$ cat src/rtl/encoder_pkg.sv
// Shared types and helpers for the matrix encoder datapath.
// Slices are 5x5 bit planes; bit 5*y+x holds lane (x,y).
package encoder_pkg;

    localparam int SLICE_W = 25;
    localparam int LANES   = 5;

    typedef enum logic {
        LOAD,
        EMIT
    } state_t;

    function automatic int idx(input int x, input int y);
        return 5 * y + x;
    endfunction

endpackage

$ cat src/rtl/col_parity_stage_if.sv
// Slice stream bundle between the encoder stages.
// master is the surrounding datapath, slave is the stage.
interface col_parity_stage_if;
    import encoder_pkg::*;

    logic               in_valid;
    logic               in_ready;
    logic [SLICE_W-1:0] in_slice;
    logic               out_valid;
    logic               out_ready;
    logic [SLICE_W-1:0] out_slice;
    logic               out_last;

    modport master (
        output in_valid,
        output in_slice,
        output out_ready,
        input  in_ready,
        input  out_valid,
        input  out_slice,
        input  out_last
    );

    modport slave (
        input  in_valid,
        input  in_slice,
        input  out_ready,
        output in_ready,
        output out_valid,
        output out_slice,
        output out_last
    );

endinterface

$ cat src/rtl/col_parity_stage_counter.sv
// Generic up/down counter primitive; select=1 counts up.
module up_down_counter #(
    parameter int W = 6
) (
    input  logic         clk,
    input  logic         rst,
    input  logic         en,
    input  logic         select,
    output logic [W-1:0] q
);

    always_ff @(posedge clk) begin
        if (rst) begin
            q <= '0;
        end else if (en) begin
            q <= select ? q + W'(1) : q - W'(1);
        end
    end

endmodule

$ cat src/rtl/col_parity_stage_slice_parity.sv
// Column parity of one slice: XOR of the five rows per column x.
module slice_parity
    import encoder_pkg::*;
(
    input  logic [SLICE_W-1:0] slice,
    output logic [LANES-1:0]   par
);

    always_comb begin
        par = '0;
        for (int y = 0; y < LANES; y++) begin
            for (int x = 0; x < LANES; x++) begin
                par[x] = par[x] ^ slice[idx(x, y)];
            end
        end
    end

endmodule

$ cat src/rtl/col_parity_stage.sv
// Theta-style column parity stage: buffers a frame, then emits mixed slices.
// Optional COL_PARITY_BYPASS_EN adds a per-frame bypass input.
module col_parity_stage
    import encoder_pkg::*;
#(
    parameter int DEPTH = 64,
    parameter int CNT_W = 6
) (
    input  logic               clk,
    input  logic               rst,
    col_parity_stage_if.slave  s,
`ifdef COL_PARITY_BYPASS_EN
    input  logic               bypass,
`endif
    output logic               busy
);

    state_t             state_q;
    state_t             state_d;
    logic [CNT_W-1:0]   cnt;
    logic [CNT_W-1:0]   prev;
    logic               at_end;
    logic               in_hs;
    logic               out_hs;
    logic [LANES-1:0]   par_in;
    logic [LANES-1:0]   pc;
    logic [LANES-1:0]   pp;
    logic [SLICE_W-1:0] a;
    logic [SLICE_W-1:0] mixed;

    logic [SLICE_W-1:0] slice_mem [DEPTH];
    logic [LANES-1:0]   par_mem   [DEPTH];

    assign at_end = (cnt == CNT_W'(DEPTH - 1));
    assign in_hs  = (state_q == LOAD) && s.in_valid;
    assign out_hs = (state_q == EMIT) && s.out_ready;

    always_ff @(posedge clk) begin
        if (rst) begin
            state_q <= LOAD;
        end else begin
            state_q <= state_d;
        end
    end

    always_comb begin
        state_d = state_q;
        unique case (state_q)
            LOAD: if (in_hs && at_end) state_d = EMIT;
            EMIT: if (out_hs && at_end) state_d = LOAD;
            default: state_d = LOAD;
        endcase
    end

    always_comb begin
        s.in_ready  = (state_q == LOAD);
        s.out_valid = (state_q == EMIT);
        s.out_last  = (state_q == EMIT) && at_end;
        busy        = (state_q == EMIT);
    end

    // DEPTH is a power of two, so the natural wrap returns cnt to 0
    up_down_counter #(.W(CNT_W)) u_cnt (
        .clk    (clk),
        .rst    (rst),
        .en     (in_hs || out_hs),
        .select (1'b1),
        .q      (cnt)
    );

    slice_parity u_par (
        .slice (s.in_slice),
        .par   (par_in)
    );

    always_ff @(posedge clk) begin
        if (in_hs) begin
            slice_mem[cnt] <= s.in_slice;
            par_mem[cnt]   <= par_in;
        end
    end

    assign prev = cnt - CNT_W'(1);
    assign a    = slice_mem[cnt];
    assign pc   = par_mem[cnt];
    assign pp   = par_mem[prev];

    always_comb begin
        mixed = '0;
        for (int y = 0; y < LANES; y++) begin
            for (int x = 0; x < LANES; x++) begin
                mixed[idx(x, y)] = a[idx(x, y)]
                                 ^ pc[(x + 4) % 5]
                                 ^ pp[(x + 1) % 5];
            end
        end
    end

`ifdef COL_PARITY_BYPASS_EN
    logic byp_q;

    // Latched with the first slice so the whole frame sees one mode
    always_ff @(posedge clk) begin
        if (rst) begin
            byp_q <= 1'b0;
        end else if (in_hs && cnt == '0) begin
            byp_q <= bypass;
        end
    end

    assign s.out_slice = byp_q ? a : mixed;
`else
    assign s.out_slice = mixed;
`endif

endmodule

$ cat src/flat_wrapper.sv
// flat-port wrapper written by rule: the top's interface ports become plain ports
module col_parity_stage_flat import encoder_pkg::*;
#(
    parameter int DEPTH = 64,
    parameter int CNT_W = 6
)
  (clk, rst, busy, s_in_valid, s_in_slice, s_out_ready, s_in_ready, s_out_valid, s_out_slice, s_out_last);
  col_parity_stage_if s_i ();
  input  logic clk;
  input  logic rst;
  output logic busy;
  input wire logic [$bits(s_i.in_valid)-1:0] s_in_valid;
  input wire logic [$bits(s_i.in_slice)-1:0] s_in_slice;
  input wire logic [$bits(s_i.out_ready)-1:0] s_out_ready;
  output wire logic [$bits(s_i.in_ready)-1:0] s_in_ready;
  output wire logic [$bits(s_i.out_valid)-1:0] s_out_valid;
  output wire logic [$bits(s_i.out_slice)-1:0] s_out_slice;
  output wire logic [$bits(s_i.out_last)-1:0] s_out_last;
  assign s_i.in_valid = s_in_valid;
  assign s_i.in_slice = s_in_slice;
  assign s_i.out_ready = s_out_ready;
  assign s_in_ready = s_i.in_ready;
  assign s_out_valid = s_i.out_valid;
  assign s_out_slice = s_i.out_slice;
  assign s_out_last = s_i.out_last;
  col_parity_stage #(.DEPTH(DEPTH), .CNT_W(CNT_W)) u_core (.clk(clk), .rst(rst), .s(s_i), .busy(busy));
endmodule
$ cat config.mk
export PLATFORM = sky130hd
export DESIGN_NAME = col_parity_stage_flat
export DESIGN_NICKNAME = d
export VERILOG_FILES = /design/src/rtl/encoder_pkg.sv /design/src/rtl/col_parity_stage_if.sv /design/src/rtl/col_parity_stage_counter.sv /design/src/rtl/col_parity_stage_slice_parity.sv /design/src/rtl/col_parity_stage.sv /design/src/flat_wrapper.sv
export SDC_FILE = /design/constraint.sdc
export NUM_CORES = 2
export LEC_CHECK = 0
export BUFFER_PORTS_ARGS = -buffer_cell sky130_fd_sc_hd__buf_2
export CORE_MARGIN = 3
export CORE_UTILIZATION = 35
export CTS_BUF_LIST = sky130_fd_sc_hd__clkbuf_4
export CTS_CLUSTER_DIAMETER = 120
export DETAILED_ROUTE_END_ITERATION = 16
export GPL_TIMING_DRIVEN = 1
export SLEW_MARGIN = 20
export SYNTH_ARGS = -nofsm -noshare
export SYNTH_HDL_FRONTEND = slang
export SYNTH_SLANG_ARGS = --single-unit
$ cat constraint.sdc
create_clock -name clk -period 3.9 [get_ports clk]
set_clock_uncertainty 0.15 [all_clocks]
set_input_delay 0.39 -clock clk [delete_from_list [all_inputs] [get_ports clk]]
set_output_delay 0.39 -clock clk [all_outputs]
set_load 0.01 [all_outputs]
# ---- After elaboration in Yosys (flattened, before gate mapping)
# Memories as Yosys holds them, arrays and structs flattened. A register that Yosys moved wholly into a read port is not among the register bits.
# Index checks and enable logic that the tools add are counted.
dict set report word_totals {
  regBits 7
  mem_bits_rw 1920
  input_bits 29
  wordCells 93
  memories 2
}
# memory words width read_ports rd_clocked_by_memory_dff wr line
set memory_table {}
lappend memory_table {u_core.slice_mem 64 25 1 1 1 col_parity_stage.sv:31} ;# logic [SLICE_W-1:0] slice_mem [DEPTH];
lappend memory_table {u_core.par_mem 64 5 2 1 1 col_parity_stage.sv:32} ;# logic [LANES-1:0] par_mem [DEPTH];
dict set report classes {
  n_addsub 2
  n_eq_ne 1
  mux 9
  bitwise_logic 71
  n_reduce_logical 6
}
# op count
set op_table {}
lappend op_table {{$xor A1 B1 Y1} 70}
lappend op_table {{$mux W6} 4}
lappend op_table {{$add A6 B1 Y6 const B} 1}
lappend op_table {{$eq A6 B6 Y1 const B} 1}
lappend op_table {{$sub A6 B1 Y6 const B} 1}
lappend op_table {{$logic_and A1 B1 Y1} 5}
lappend op_table {{$mux W1} 4}
lappend op_table {{$pmux W1 S2} 1}
lappend op_table {{$logic_or A1 B1 Y1} 1}
lappend op_table {{$not A1 Y1} 1}

# ---- Depth between registers and ports, before layout
dict set report logic_depth {
  ltp_word 5
  depth_mapped 14
  depth_no_buf 10
}

# ---- Cells and area by module
# Synthesis repeated with hierarchy kept, for this count alone.
dict set report unflattened {
  cells_unflattened 3458
  area_unflattened_um2 77468.0
}
# module n_inst cells_per_inst area_each_um2 seq_area_each_um2
set by_module_without_submodules {}
lappend by_module_without_submodules {col_parity_stage 1 3397 76848.7 57675.3}
lappend by_module_without_submodules {up_down_counter 1 46 419.2 120.1}
lappend by_module_without_submodules {slice_parity 1 15 200.2 0.0}

# ---- Least setup slack after synthesis
# No wires, ideal clock.
dict set report synth_path {
  kind {register -> output}
  from {register u_core.u_cnt.q[0]}
  to {output s_out_slice[0]}
  arrival_ns 3.009
  required_ns 3.360
  setup_slack_ns 0.351
  stages_incl_launch_ff 15
  cell_sequence {dfxtp_1 buf_2 buf_6 buf_4 inv_1 ha_1 buf_2 clkbuf_1 mux4_2 inv_1 o22ai_1 o21ai_0 nand4_1 xor2_1 xnor2_1}
}
dict set report synth_via {
  elab_chain_len 3
}
# item line
set synth_rtl {}
lappend synth_rtl {{start: declaration} col_parity_stage_counter.sv:9} ;# output logic [W-1:0] q
lappend synth_rtl {{start signal: assignment} col_parity_stage_counter.sv:16} ;# q <= select ? q + W'(1) : q - W'(1);
lappend synth_rtl {{$sub A6 B1 Y6} col_parity_stage.sv:83} ;# assign prev = cnt - CNT_W'(1);
lappend synth_rtl {{via u_core.prev[0]} col_parity_stage.sv:21} ;# logic [CNT_W-1:0] prev;
lappend synth_rtl {{$mem_v2 Z64 W5} -}
lappend synth_rtl {{$xor A1 B1 Y1} col_parity_stage.sv:94} ;# ^ pp[(x + 1) % 5];
lappend synth_rtl {{end: declaration} flat_wrapper.sv:17} ;# output wire logic [$bits(s_i.out_slice)-1:0] s_out_slice;
# The timed path passes the listed nets, and every way through them passes these cells.

==> implementation parameters <==
Parameter                              Value

Outcome
  Result of the run    complete, but fails checks
  Violations in the final reports    setup timing

Setup path
  Startpoint of the worst register-to-register path    u_core.busy
  Minimum setup slack among reg-to-reg paths    430 ps
  Terminus of the critical flop-to-flop path    u_core.slice_mem[23][22]
  Cell type of the slowest stage on the worst timing path    nor2_1
  Ordered list of cells on the worst path    buf_12, buf_16, buf_4, nor2_1, a211oi_1, o211ai_1, nand3_1, nor4_4, xnor2_2, buf_12, xnor2_4, buf_6, buf_6
  Highest cell delay on the worst timing path    460 ps
  Maximum fanout count along the critical path    12
  Endpoint kind of the worst setup timing path    output port
  Depth of the worst register-to-register path    5
  Arrival time of the worst setup path    4360 ps
  Critical Path End    s_out_slice[6]
  Required arrival time at the worst endpoint    3360 ps
  Category of the worst setup path launch point    flop
  Setup CP Type    reg2out

Timing
  Pin slew with the least headroom to its limit    981 ps
  Worst slew margin relative to its limit    34.4%
  Final setup fails    25
  Total negative setup slack    -23,190 ps
  Worst-case setup margin in the final layout    -1000 ps
  Slew Viols, Final    0
  F_max    0.204 GHz
  Final worst path period share    126%
  Worst slack on hold paths    129 ps
  Final hold violation count    0
  Min Clock Period, post-route    4900 ps
  Setup repair after global routing missed its margin    yes

Synth
  Largest area contributor in the synthesized netlist    edfxtp_1
  Synth Flop Type    edfxtp_1
  Post-synth top area share    75.2%
  EDFF count, synth    1,920
  Synthesized flop and latch total    1,933
  Proportion of register bits with asynchronous set or reset after synthesis    0%
  Post-synthesis cell type count    59
  Dominant cells by area after synthesis    edfxtp_1, mux4_2, a22oi_1
  Number of nets produced by synthesis    3,487
  Synthesized instance count    3,456
  Synthesized area    0.0767 mm²
  Count of yosys warnings during synthesis    0
  Sequential fraction of the synthesis area    75.5%
  Mean area per synthesized cell    22.2 µm²

Clock tree
  Post-CTS clock slew at the launch and capture registers of the worst setup and hold paths    70 ps
  Number of clock sinks    1,933
  Root buffer cell    clkbuf_4
  Number of clock buffers inserted by TritonCTS    487
  Clock tree from TritonCTS    done
  Number of levels in the clock H-tree    5
  CTS max path bufs    4
  Worst skew pair latency    1430 ps

Pwr
  Internal power contribution    34.5 mW
  Leakage power figure    29.9 nW
  Switch share    24.8%
  Peak supply drop    0.247 mV
  Net Switching    11.4 mW
  Clock network fraction of total power    35.1%
  Reg power frac    50.5%
  Power per cell area    492 mW/mm²
  Comb pwr share    14.4%

Die
  Die W    474 µm
  Standard-cell row count    171
  Die H    474 µm
  Initial Utilization    35.3%
  Die footprint    0.225 mm²
  Core footprint    0.217 mm²
  Top-level I/O count    58

Global route
  Highest-utilization routing layer at the global route stage    met2
  Tot GR Track Use    21.1%
  Vias in the first global route    42.8k
  First-pass GRT wire length    332 mm
  Largest net degree at the start of global routing    66
  Met2 usage in global routing    32.5%
  Gr ovfl total    0
  Met3 GRT Util    4.50%
  Global routing met1 resource utilization    29.2%
  Initial antenna violation count    6

Detailed routing
  Count of vias placed by the detailed router    43.1k
  Detailed-router iteration count before antenna repair    5
  DRC violation count after routing    0
  Routed Wire Length    241 mm
  Post-route antenna net violation count    0
  Post-DR wirelength/cell    32.0 µm
  Starting DRT DRC Count    5,630
  Via count normalized by instance count    5.72

Layout
  Number of nets in the final layout    4,371
  Post-route core utilization    42.9%
  Fraction of layout cells with a size suffix above 1    45.0%
  Final cell area excluding filler cells    0.0932 mm²
  Syn-to-layout area delta    21.6%

Worst hold path
  Tightest Hold Check Type    in2reg

Placement
  Half-perimeter wire length after placement    137 mm
  Area after detailed placement    0.0836 mm²
  Port Buffer Count    57
  Worst slack, placed    -322 ps
  Final GP Congestion    0.868

Run
  Max cap viols    0
[cell usage in the layout, fill, tap and decap left out, types with 9 or more instances in the layout]
master,synthesis,routed
inv_2,0,26
xnor2_4,0,15
buf_4,27,314
o22ai_2,0,22
a21oi_1,55,50
nand2_1,30,30
buf_12,3,87
a22o_1,53,52
inv_1,87,65
buf_8,3,10
a221oi_2,1,32
edfxtp_1,1920,1920
a221oi_1,51,15
clkinv_1,0,97
mux4_1,14,10
nor2_1,87,15
xnor2_2,4,19
dlygate4sd3_1,0,45
o22ai_1,74,49
mux2i_1,20,13
a22oi_1,105,101
nor3_2,17,16
mux4_2,544,548
buf_16,0,27
o21ai_1,2,12
o21ai_2,0,9
buf_6,22,64
nor2_4,0,68
clkinv_2,0,23
buf_2,71,42
nor3_4,0,10
nand3_1,13,13
clkbuf_4,3,685
xnor2_1,50,20
[cells by family after synthesis]
kind of cell / count (synthesis) / share of synthesized area, %
DFF: 1933 / 75.5
muxes: 579 / 16.7
AOI/OAI and AO/OA: 383 / 3.57
buffers and inverters: 293 / 2.02
and+or+nand+nor: 208 / 1.39
xor gates and xnor gates: 58 / 0.702
adders and majority gates: 2 / 0.0326
[layout make-up]
type | count | area (µm²)
multi-input cells | 1230 | 18900
well taps | 2854 | 3570
clock inverters | 127 | 558
clock buffers | 685 | 5140
diodes | 6 | 15.0
fillers | 18800 | 124000
inverters | 87 | 329
flip-flops and latches | 1933 | 57900
repair buffers | 601 | 6710
[flip-flops by register name, indices dropped and copies added (netlist names), named ones only]
name and count:
u_core.u_cnt.q 6, u_core.slice_mem 1600, u_core.par_mem 320, u_core.busy 1
[power groups by stage]
stage	registers, mW	clock network, mW	logic [mW]
after floorplan	23.6	0	2.69
after global placement	23.6	0	4.98
after detailed placement	23.6	0	5.01
after CTS	23.2	16.4	5.96
after global routing	23.1	17.5	6.89
final	23.2	16.1	6.60
[layer usage]
| metal | share of wire, % | vias to the layer above | wire length [µm] |
|---|---|---|---|
| met5 | 0.0054 | - | 13 |
| met4 | 4.2 | 2 | 10000 |
| met3 | 10 | 465 | 24800 |
| met2 | 46 | 2803 | 112000 |
| met1 | 39 | 22900 | 94300 |
| li1 | - | 16900 | - |
[worst min-delay path by stage]
| stage | depth (start not counted) | slack [ps] | to | startpoint |
|---|---|---|---|---|
| 2_1_floorplan | 0 | 340 | u_core.slice_mem[0][0] | s_in_slice[0] |
| 3_3_place_gp | 2 | 430 | u_core.busy | u_core.busy |
| 6_report | 3 | 130 | u_core.slice_mem[12][10] | s_in_slice[10] |
| 4_1_cts | 3 | 0.1 | u_core.slice_mem[13][10] | s_in_slice[10] |
| 3_5_place_dp | 2 | 440 | u_core.busy | u_core.busy |
| 5_1_grt | 3 | 70 | u_core.slice_mem[12][10] | s_in_slice[10] |
[Yosys cell counts (all sizes together) (2+ instances only)]
library cell	n
o22ai	74
nand3	13
dfxtp	13
a21oi	55
nor3	32
a21boi	2
nor2	88
nor4	2
edfxtp	1920
o311ai	2
a211oi	5
mux4	558
inv	87
nand2b	8
xnor2	54
nor2b	12
o32ai	2
and2	3
a32oi	2
a2bb2oi	2
xor2	4
ha	2
or3	3
or2	6
o21ai	23
clkbuf	67
a22o	53
a22oi	105
nand4	8
a31oi	2
a221oi	52
mux2i	20
nand2	30
buf	139
[timing repair]
item / in CTS / in global routing
pin swaps: 49 / 75
setup buffers: 69 / 39
cloned: 19 / 8
setup endpoints to repair: 25 / 25
resized for setup: 200 / 175
endpoints found under the hold margin: 1942 / 0
hold buffers: 45 / 0
[metrics by stage]
step,std cells,total power [mW]
4_1_cts,7480,45.5
3_3_place_gp,6537,28.6
3_5_place_dp,6537,28.6
5_1_grt,7522,47.6
6_report,7523,45.8
2_1_floorplan,3456,26.3
[worst max-delay path, delay by kind of cell (launching register included)]
family / cells / cell delay [ps]
DFF: 1 / 360
buffers and inverters: 6 / 930
and+or+nand+nor: 3 / 980
xor gates and xnor gates: 2 / 440
AOI/OAI and AO/OA: 2 / 310
Note: power is estimated with default switching activity, not from simulation.
